==> src/rtl/mem_arbiter_if.sv <==
// Bus bundle between the two requesters, the arbiter and the data RAM.
// The arbiter takes the slave view; requesters and memory sit on the master side.
interface mem_arbiter_if #(
  parameter int AW = 10,
  parameter int DW = 16
);
  logic          req0;
  logic          we0;
  logic [AW-1:0] addr0;
  logic [DW-1:0] wdata0;
  logic          gnt0;
  logic          done0;
  logic [DW-1:0] rdata0;

  logic          req1;
  logic          we1;
  logic [AW-1:0] addr1;
  logic [DW-1:0] wdata1;
  logic          gnt1;
  logic          done1;
  logic [DW-1:0] rdata1;

  logic          mem_en;
  logic          mem_we;
  logic [AW-1:0] mem_addr;
  logic [DW-1:0] mem_wdata;
  logic [DW-1:0] mem_rdata;
  logic          busy;

  modport slave (
    input  req0, we0, addr0, wdata0, req1, we1, addr1, wdata1, mem_rdata,
    output gnt0, done0, rdata0, gnt1, done1, rdata1,
    output mem_en, mem_we, mem_addr, mem_wdata, busy
  );

  modport master (
    output req0, we0, addr0, wdata0, req1, we1, addr1, wdata1, mem_rdata,
    input  gnt0, done0, rdata0, gnt1, done1, rdata1,
    input  mem_en, mem_we, mem_addr, mem_wdata, busy
  );
endinterface

==> src/rtl/mem_arbiter.sv <==
// Two-port round-robin arbiter sharing one synchronous data RAM between the
// CPU load/store path (port 0) and the stack unit (port 1).
module mem_arbiter #(
  parameter int AW = 10,
  parameter int DW = 16
) (
  input  logic          clk,
  input  logic          rst,
  mem_arbiter_if.slave  bus
);

  typedef enum logic [1:0] {
    IDLE   = 2'd0,
    ACCESS = 2'd1,
    WAIT   = 2'd2,
    DONE   = 2'd3
  } state_t;

  state_t        state_r, next_state_s;

  logic          gnt0_r, gnt1_r, done0_r, done1_r, mem_en_r, mem_we_r, busy_r;
  logic          gnt0_s, gnt1_s, done0_s, done1_s, mem_en_s, mem_we_s, busy_s;
  logic [AW-1:0] mem_addr_r, mem_addr_s;
  logic [DW-1:0] mem_wdata_r, mem_wdata_s;
  logic [DW-1:0] rdata0_r, rdata0_s, rdata1_r, rdata1_s;
  logic          last_grant_r, last_grant_s;
  logic          winner_r, winner_s;
  logic          op_we_r, op_we_s;
  logic          win0_s, win1_s;

  // last_grant of 1 means port 1 was served last, so port 0 takes a tie.
  assign win0_s = bus.req0 & (~bus.req1 | last_grant_r);
  assign win1_s = bus.req1 & (~bus.req0 | ~last_grant_r);

  // State register.
  always_ff @(posedge clk or negedge rst) begin
    if (!rst) begin
      state_r <= IDLE;
    end else begin
      state_r <= next_state_s;
    end
  end

  // Next-state decode.
  always_comb begin
    next_state_s = IDLE;
    case (state_r)
      IDLE:    next_state_s = (win0_s | win1_s) ? ACCESS : IDLE;
      ACCESS:  next_state_s = WAIT;
      WAIT:    next_state_s = DONE;
      DONE:    next_state_s = IDLE;
      default: next_state_s = IDLE;
    endcase
  end

  // Next values of the registered outputs and the per-access latches.
  always_comb begin
    gnt0_s       = 1'b0;
    gnt1_s       = 1'b0;
    done0_s      = 1'b0;
    done1_s      = 1'b0;
    mem_en_s     = 1'b0;
    mem_we_s     = 1'b0;
    mem_addr_s   = mem_addr_r;
    mem_wdata_s  = mem_wdata_r;
    rdata0_s     = rdata0_r;
    rdata1_s     = rdata1_r;
    last_grant_s = last_grant_r;
    winner_s     = winner_r;
    op_we_s      = op_we_r;
    case (state_r)
      IDLE: begin
        if (win0_s) begin
          gnt0_s       = 1'b1;
          mem_en_s     = 1'b1;
          mem_we_s     = bus.we0;
          mem_addr_s   = bus.addr0;
          mem_wdata_s  = bus.wdata0;
          last_grant_s = 1'b0;
          winner_s     = 1'b0;
          op_we_s      = bus.we0;
        end else if (win1_s) begin
          gnt1_s       = 1'b1;
          mem_en_s     = 1'b1;
          mem_we_s     = bus.we1;
          mem_addr_s   = bus.addr1;
          mem_wdata_s  = bus.wdata1;
          last_grant_s = 1'b1;
          winner_s     = 1'b1;
          op_we_s      = bus.we1;
        end else begin
          winner_s     = winner_r;
        end
      end
      ACCESS: begin
        mem_en_s = 1'b0;
      end
      WAIT: begin
        // RAM output is valid here; capture it only for reads.
        if (!op_we_r && winner_r) begin
          rdata1_s = bus.mem_rdata;
        end else if (!op_we_r) begin
          rdata0_s = bus.mem_rdata;
        end else begin
          rdata0_s = rdata0_r;
        end
        if (winner_r) begin
          done1_s = 1'b1;
        end else begin
          done0_s = 1'b1;
        end
      end
      DONE: begin
        done0_s = 1'b0;
      end
      default: begin
        mem_en_s = 1'b0;
      end
    endcase
    busy_s = (next_state_s != IDLE);
  end

  // Output and latch registers.
  always_ff @(posedge clk or negedge rst) begin
    if (!rst) begin
      gnt0_r       <= 1'b0;
      gnt1_r       <= 1'b0;
      done0_r      <= 1'b0;
      done1_r      <= 1'b0;
      mem_en_r     <= 1'b0;
      mem_we_r     <= 1'b0;
      busy_r       <= 1'b0;
      mem_addr_r   <= '0;
      mem_wdata_r  <= '0;
      rdata0_r     <= '0;
      rdata1_r     <= '0;
      last_grant_r <= 1'b1;
      winner_r     <= 1'b0;
      op_we_r      <= 1'b0;
    end else begin
      gnt0_r       <= gnt0_s;
      gnt1_r       <= gnt1_s;
      done0_r      <= done0_s;
      done1_r      <= done1_s;
      mem_en_r     <= mem_en_s;
      mem_we_r     <= mem_we_s;
      busy_r       <= busy_s;
      mem_addr_r   <= mem_addr_s;
      mem_wdata_r  <= mem_wdata_s;
      rdata0_r     <= rdata0_s;
      rdata1_r     <= rdata1_s;
      last_grant_r <= last_grant_s;
      winner_r     <= winner_s;
      op_we_r      <= op_we_s;
    end
  end

  assign bus.gnt0      = gnt0_r;
  assign bus.gnt1      = gnt1_r;
  assign bus.done0     = done0_r;
  assign bus.done1     = done1_r;
  assign bus.rdata0    = rdata0_r;
  assign bus.rdata1    = rdata1_r;
  assign bus.mem_en    = mem_en_r;
  assign bus.mem_we    = mem_we_r;
  assign bus.mem_addr  = mem_addr_r;
  assign bus.mem_wdata = mem_wdata_r;
  assign bus.busy      = busy_r;

endmodule

==> src/flat_wrapper.sv <==
// flat-port wrapper written by rule: the top's interface ports become plain ports
module mem_arbiter_flat 
#(
  parameter int AW = 10,
  parameter int DW = 16
)
  (clk, rst, bus_req0, bus_we0, bus_addr0, bus_wdata0, bus_req1, bus_we1, bus_addr1, bus_wdata1, bus_mem_rdata, bus_gnt0, bus_done0, bus_rdata0, bus_gnt1, bus_done1, bus_rdata1, bus_mem_en, bus_mem_we, bus_mem_addr, bus_mem_wdata, bus_busy);
  mem_arbiter_if #(.AW(AW), .DW(DW)) bus_i ();
  input  logic clk;
  input  logic rst;
  input wire logic [$bits(bus_i.req0)-1:0] bus_req0;
  input wire logic [$bits(bus_i.we0)-1:0] bus_we0;
  input wire logic [$bits(bus_i.addr0)-1:0] bus_addr0;
  input wire logic [$bits(bus_i.wdata0)-1:0] bus_wdata0;
  input wire logic [$bits(bus_i.req1)-1:0] bus_req1;
  input wire logic [$bits(bus_i.we1)-1:0] bus_we1;
  input wire logic [$bits(bus_i.addr1)-1:0] bus_addr1;
  input wire logic [$bits(bus_i.wdata1)-1:0] bus_wdata1;
  input wire logic [$bits(bus_i.mem_rdata)-1:0] bus_mem_rdata;
  output wire logic [$bits(bus_i.gnt0)-1:0] bus_gnt0;
  output wire logic [$bits(bus_i.done0)-1:0] bus_done0;
  output wire logic [$bits(bus_i.rdata0)-1:0] bus_rdata0;
  output wire logic [$bits(bus_i.gnt1)-1:0] bus_gnt1;
  output wire logic [$bits(bus_i.done1)-1:0] bus_done1;
  output wire logic [$bits(bus_i.rdata1)-1:0] bus_rdata1;
  output wire logic [$bits(bus_i.mem_en)-1:0] bus_mem_en;
  output wire logic [$bits(bus_i.mem_we)-1:0] bus_mem_we;
  output wire logic [$bits(bus_i.mem_addr)-1:0] bus_mem_addr;
  output wire logic [$bits(bus_i.mem_wdata)-1:0] bus_mem_wdata;
  output wire logic [$bits(bus_i.busy)-1:0] bus_busy;
  assign bus_i.req0 = bus_req0;
  assign bus_i.we0 = bus_we0;
  assign bus_i.addr0 = bus_addr0;
  assign bus_i.wdata0 = bus_wdata0;
  assign bus_i.req1 = bus_req1;
  assign bus_i.we1 = bus_we1;
  assign bus_i.addr1 = bus_addr1;
  assign bus_i.wdata1 = bus_wdata1;
  assign bus_i.mem_rdata = bus_mem_rdata;
  assign bus_gnt0 = bus_i.gnt0;
  assign bus_done0 = bus_i.done0;
  assign bus_rdata0 = bus_i.rdata0;
  assign bus_gnt1 = bus_i.gnt1;
  assign bus_done1 = bus_i.done1;
  assign bus_rdata1 = bus_i.rdata1;
  assign bus_mem_en = bus_i.mem_en;
  assign bus_mem_we = bus_i.mem_we;
  assign bus_mem_addr = bus_i.mem_addr;
  assign bus_mem_wdata = bus_i.mem_wdata;
  assign bus_busy = bus_i.busy;
  mem_arbiter #(.AW(AW), .DW(DW)) u_core (.clk(clk), .rst(rst), .bus(bus_i));
endmodule
==> config.mk <==
export PLATFORM = sky130hd
export DESIGN_NAME = mem_arbiter_flat
export DESIGN_NICKNAME = d
export VERILOG_FILES = /design/src/rtl/mem_arbiter_if.sv /design/src/rtl/mem_arbiter.sv /design/src/flat_wrapper.sv
export SDC_FILE = /design/constraint.sdc
export NUM_CORES = 1
export LEC_CHECK = 0
export ABC_CLOCK_PERIOD_IN_PS = 4300
export CAP_MARGIN = 5
export CELL_PAD_IN_SITES_DETAIL_PLACEMENT = 1
export CELL_PAD_IN_SITES_GLOBAL_PLACEMENT = 1
export CORE_UTILIZATION = 33
export CTS_CLUSTER_SIZE = 28
export DETAILED_ROUTE_END_ITERATION = 8
export PLACE_DENSITY_LB_ADDON = 0.1
export SYNTH_ARGS = -nofsm -noshare
export SYNTH_HDL_FRONTEND = slang
export SYNTH_SLANG_ARGS = --single-unit
==> constraint.sdc <==
create_clock -name clk -period 4.3 [get_ports clk]
set_input_delay 0.86 -clock clk [delete_from_list [all_inputs] [get_ports clk]]
set_output_delay 0.86 -clock clk [all_outputs]
set_load 0.03 [all_outputs]
# == Word-level counts from Yosys, hierarchy flattened ==
# Cells that the tools add are included.
# Widths: inputs -> output; s select.
# totals
regBits,70
wordCells,60
# classes
eq_ne,3
mux,24
bitwise,10
reduce_logical,8
# ops
op,n
$mux 16,2
$mux 10,2
$mux 1,19
$pmux 2 s4,1
$not 1->1,5
$eq 2x2->1 const B,2
$reduce_and 2->1,2
$reduce_bool 2->1,2
$or 1x1->1,3
$reduce_and 3->1,1
$and 1x1->1,2
$eq 2x1->1 const B,1
$logic_not 2->1,1
$logic_and 1x1->1,1
$logic_not 1->1,1

# == Longest topological paths before layout ==
# depth
depth_word,7
depth_mapped,7
mapped_depth_nobuf,6

# == Worst setup path before layout ==
# Ideal clock, no wire load.
# synth_path
kind,in2reg
from,input port bus_req0
to,"register u_core.busy_r, in the netlist u_core.bus.busy"
arrival_time_ns,1.559
t_required_ns,4.173
slack_ns,2.613
stages,4
path_cell_list,o21ai_1 > buf_2 > o21ai_0 > or2_2
# synth_via
elab_chain_len,7
# synth_rtl
element,line_no,rtl
"start, declared",flat_wrapper.sv:11,input wire logic [$bits(bus_i.req0)-1:0] bus_req0;
$not 1->1,mem_arbiter.sv:33,assign win1_s = bus.req1 & (~bus.req0 | ~last_grant_r);
$or 1x1->1,mem_arbiter.sv:33,
$and 1x1->1,mem_arbiter.sv:33,
$or 1x1->1 (*),mem_arbiter.sv:48,IDLE: next_state_s = (win0_s | win1_s) ? ACCESS : IDLE;
$mux 1 (*),mem_arbiter.sv:48,
$pmux 2 s4 (*),mem_arbiter.sv:47,case (state_r)
net u_core.next_state_s[0],mem_arbiter.sv:19,"state_t state_r, next_state_s;"
$reduce_bool 2->1 (*),mem_arbiter.sv:120,busy_s = (next_state_s != IDLE);
net u_core.busy_s,mem_arbiter.sv:22,"logic gnt0_s, gnt1_s, done0_s, done1_s, mem_en_s, mem_we_s, busy_s;"
"end signal, assigned",mem_arbiter.sv:147,busy_r <= busy_s;
"end, declared",mem_arbiter.sv:21,"logic gnt0_r, gnt1_r, done0_r, done1_r, mem_en_r, mem_we_r, busy_r;"
# Mark *: on every way through the listed nets, which the timed path passes. The rest lies on a longest branch.
# A chain may end at the register's enable or synchronous reset.

# == Final worst setup path ==
# layout_path
from,input port bus_req0
to,"register u_core.mem_wdata_r[3], in the netlist u_core.bus.mem_wdata[3]"
# layout_via
elab_chain_len,5
# layout_rtl
element,line_no,rtl
$not 1->1,mem_arbiter.sv:33,
$or 1x1->1,mem_arbiter.sv:33,
$and 1x1->1,mem_arbiter.sv:33,
$reduce_bool 2->1 (no line),n/a,
$reduce_and 2->1 (no line),n/a,
"end signal, assigned",mem_arbiter.sv:149,mem_wdata_r <= mem_wdata_s;
"end, declared",mem_arbiter.sv:24,"logic [DW-1:0] mem_wdata_r, mem_wdata_s;"
# Parallel ways exist; a longest one is shown, timed or not.

==> summary.md <==
| Metric | Value |
|---|---|
| Run status | complete, no violations |
| Vias in the first global route | 2606 |
| Final GP Congestion | 0.739 |
| Setup bufs post-CTS | 0 |
| Yosys warns | 0 |
| Layout area overhead | 55.5% |
| Multi-input gate area | 1070 µm² |
| Syn_nets | 329 |
| Core Box Area | 8680 µm² |
| Max stage delay on crit path | 0.51 ns |
| CTS max path bufs | 2 |
| Class of the worst hold path | reg -> reg |
| GRT Total Usage | 0.183 |
| Initial core utilization | 0.340 |
| Max cap viols | 0 |
| GR Overflow Total | 0 |
| IO buf count | 138 |
| Die H | 96.5 µm |
| Routed len/inst | 16.9 µm |
| Worst-Margin Slew | 1.14 ns |
| Avg Vias per Cell | 4.99 |
| Clock root cell | clkbuf_8 |
| Syn_area_per_cell | 11.7 µm² |
| Endpoints failing setup | 0 |
| Hold path endpoint | u_core.bus.done0$_DFF_PN0_ |
| Crit. End Element | flip-flop |
| Largest net degree at the start of global routing | 71 |
| Reg area | 1750 µm² |
| Slew Viols, Final | 0 |
| Die X-Extent | 96.5 µm |
| Crit-path cells | clkdlybuf4s50_1 -> buf_4 -> inv_1 -> o21ai_0 -> a21oi_1 |
| Most frequent cells in the layout | 137 x clkdlybuf4s50_1, 69 x dfrtp_1, 27 x nor2_1, 27 x a31oi_1, 27 x a21oi_1 |
| Worst path buffer plus inverter count | 3 |
| Worst-case reg-to-reg path depth | 4 |
| Final setup TNS | 0 ns |
| Crit share post-route | 0.562 |
| Dpl cell area | 4380 µm² |
| # diodes | 0 |
| Fill count | 958 |
| Static Leak | 0.00190 µW |
| Worst path required time | 4.51 ns |
| Clk_skew | 0.00882 ns |
| CTS tree | done |
| Reg-to-Reg Start | u_core.state_r[1]$_DFF_PN0_ |
| Hold path cells | 1 |
| Final nets | 463 |
| Mapped Cells | 253 |
| Most common cell after layout, fill and taps aside | clkdlybuf4s50_1 |
| Reg2reg end | u_core.bus.rdata1[15]$_DFFE_PN0P_ |
| Initial detailed-routing violation count | 66 |
| Layout cells sized above 1 | 0.145 |
| Post-DP HPWL | 5.61 mm |
| Maximum vdd drop | 0.000295 V |
| Dpl cells | 484 |
| Cell variety after synth | 26 |
| Fin Hold WS | 0.507 ns |
| Cell Rows | 34 |
| Clk Latency, worst-skew pair | 0.33 ns |
| Sequential fraction of the synthesis area | 0.594 |
| DIE AREA | 9320 µm² |
| Crit-path slowest cell | clkdlybuf4s50_1 |
| First-pass iteration count of the detailed router | 6 |
| Htree depth | 3 |
| CTS Buf Count | 9 |
| CP Max Fanout | 31 |
| Vias | 2496 |
| Hold_buf cts | 0 |
| CTS clk-pin slew, worst paths | 0.08 ns |
| Cell Pwr Density | 823 nW/µm² |
| Final ANT Viol Nets | 0 |
| Synth Register Bits | 70 |
| # resized after CTS | 0 |
| Post-layout util | 0.529 |
| R2R setup slack | 2.31 ns |
| WS Path Type | in -> reg |
| # IOs | 139 |
| Global-route wire length before repair | 12.8 mm |
| Worst path top cell family by delay | buffers and inverters |
| Non-Filler Instances | 500 |
| Worst hold start | u_core.winner_r$_DFFE_PN0P_ |
| Antenna violations before repair | 0 |
| RSZ-0062 raised after global routing | false |
| Critical path depth | 5 |
| Tmin final | 2.42 ns |
| Maximum clock rate | 0.414 GHz |
| WP data arrival | 2.62 ns |
| Rel. slew slack | 0.237 |
| DRC Markers | 0 |
| Post-Syn Area | 2950 µm² |
| Routed wire length | 8.43 mm |
| CP Launch Type | input pin |
| Final instance area | 4590 µm² |
| Clk sinks | 70 |
| Hold Violations, Final | 0 |
==> how the worst max path moves through the flow <==
stage | startpoint | to | slack, ns
6_report | bus_req0 | u_core.bus.mem_wdata[3]$_DFFE_PN0P_ | 1.88
5_1_grt | bus_req1 | u_core.bus.mem_wdata[0]$_DFFE_PN0P_ | 1.71
4_1_cts | bus_req1 | u_core.bus.mem_wdata[3]$_DFFE_PN0P_ | 1.84
3_5_place_dp | bus_req1 | u_core.bus.mem_wdata[12]$_DFFE_PN0P_ | 1.53
3_3_place_gp | bus_req1 | u_core.winner_r$_DFFE_PN0P_ | 1.54
2_1_floorplan | bus_req0 | u_core.bus.busy$_DFF_PN0_ | 2.61
==> power by group <==
part           switching, µW  leakage [µW]  internal, µW
registers                172      0.000815           993
clock network            269     0.0000968           275
logic                   1140      0.000984           925
total                   1580       0.00190          2190
==> area by class of cell <==
class                      instances  area share
clock buffer                       9      0.0270
clock inverter                     7      0.0175
inverter                           6     0.00491
multi-input combinational        159       0.233
sequential                        70       0.382
tap                              108      0.0295
timing repair buffer             141       0.306
==> cells by family after synthesis <==
logic type	Yosys count	share of synthesized area
AO/OA/AOI/OAI	85	0.157
flip-flops	70	0.594
AND/OR/NAND/NOR	40	0.0611
multiplexers	32	0.135
buffers and inverters	24	0.0437
adder cells (fa/ha/maj)	2	0.00848
==> registers in the layout (all words and copies together), names as in the netlist, 2 cells and up <==
signal,cells
u_core.state_r,2
u_core.bus.rdata1,16
u_core.bus.mem_addr,10
u_core.bus.mem_wdata,16
u_core.bus.rdata0,16
==> worst register-to-register path: cells and delay by family, from the launching register on <==
family,cells,cell delay [ns]
adder cells (fa/ha/maj),1,0.20
flip-flops,1,0.39
multiplexers,1,0.42
AND/OR/NAND/NOR,2,0.88
==> through the flow <==
step | setup WS (ns) | total power (µW)
after floorplan | 2.61 | 2420
after global placement | 1.54 | 3220
after detailed placement | 1.53 | 3270
after CTS | 1.84 | 3830
after global routing | 1.71 | 4030
final | 1.88 | 3780
==> synthesized netlist by cell type, drive strengths merged <==
library cell / count / share of area
a21oi: 27 / 0.046
a31oi: 27 / 0.057
and2: 1 / 0.0030
and2b: 1 / 0.0025
and3: 2 / 0.0042
buf: 13 / 0.030
clkbuf: 5 / 0.0064
clkinv: 1 / 0.0013
dfrtp: 69 / 0.59
dfstp: 1 / 0.0089
ha: 2 / 0.0085
inv: 5 / 0.0064
mux2: 32 / 0.13
nand2: 4 / 0.0051
nand2b: 2 / 0.0042
nand4: 1 / 0.0021
nor2: 27 / 0.034
nor3: 1 / 0.0034
o211ai: 1 / 0.0025
o21ai: 29 / 0.049
o21bai: 1 / 0.0025
or2: 1 / 0.0021
==> metal layers <==
metal	wire, µm	vias to the layer above	share of wire	GRT usage
met5	0	-	0	0
met4	84	0	0.010	0.0576
met3	698	8	0.083	0.0618
met2	3950	96	0.47	0.304
met1	3690	1222	0.44	0.224
li1	-	1170	-	-
(Power assumes the default switching activity.)
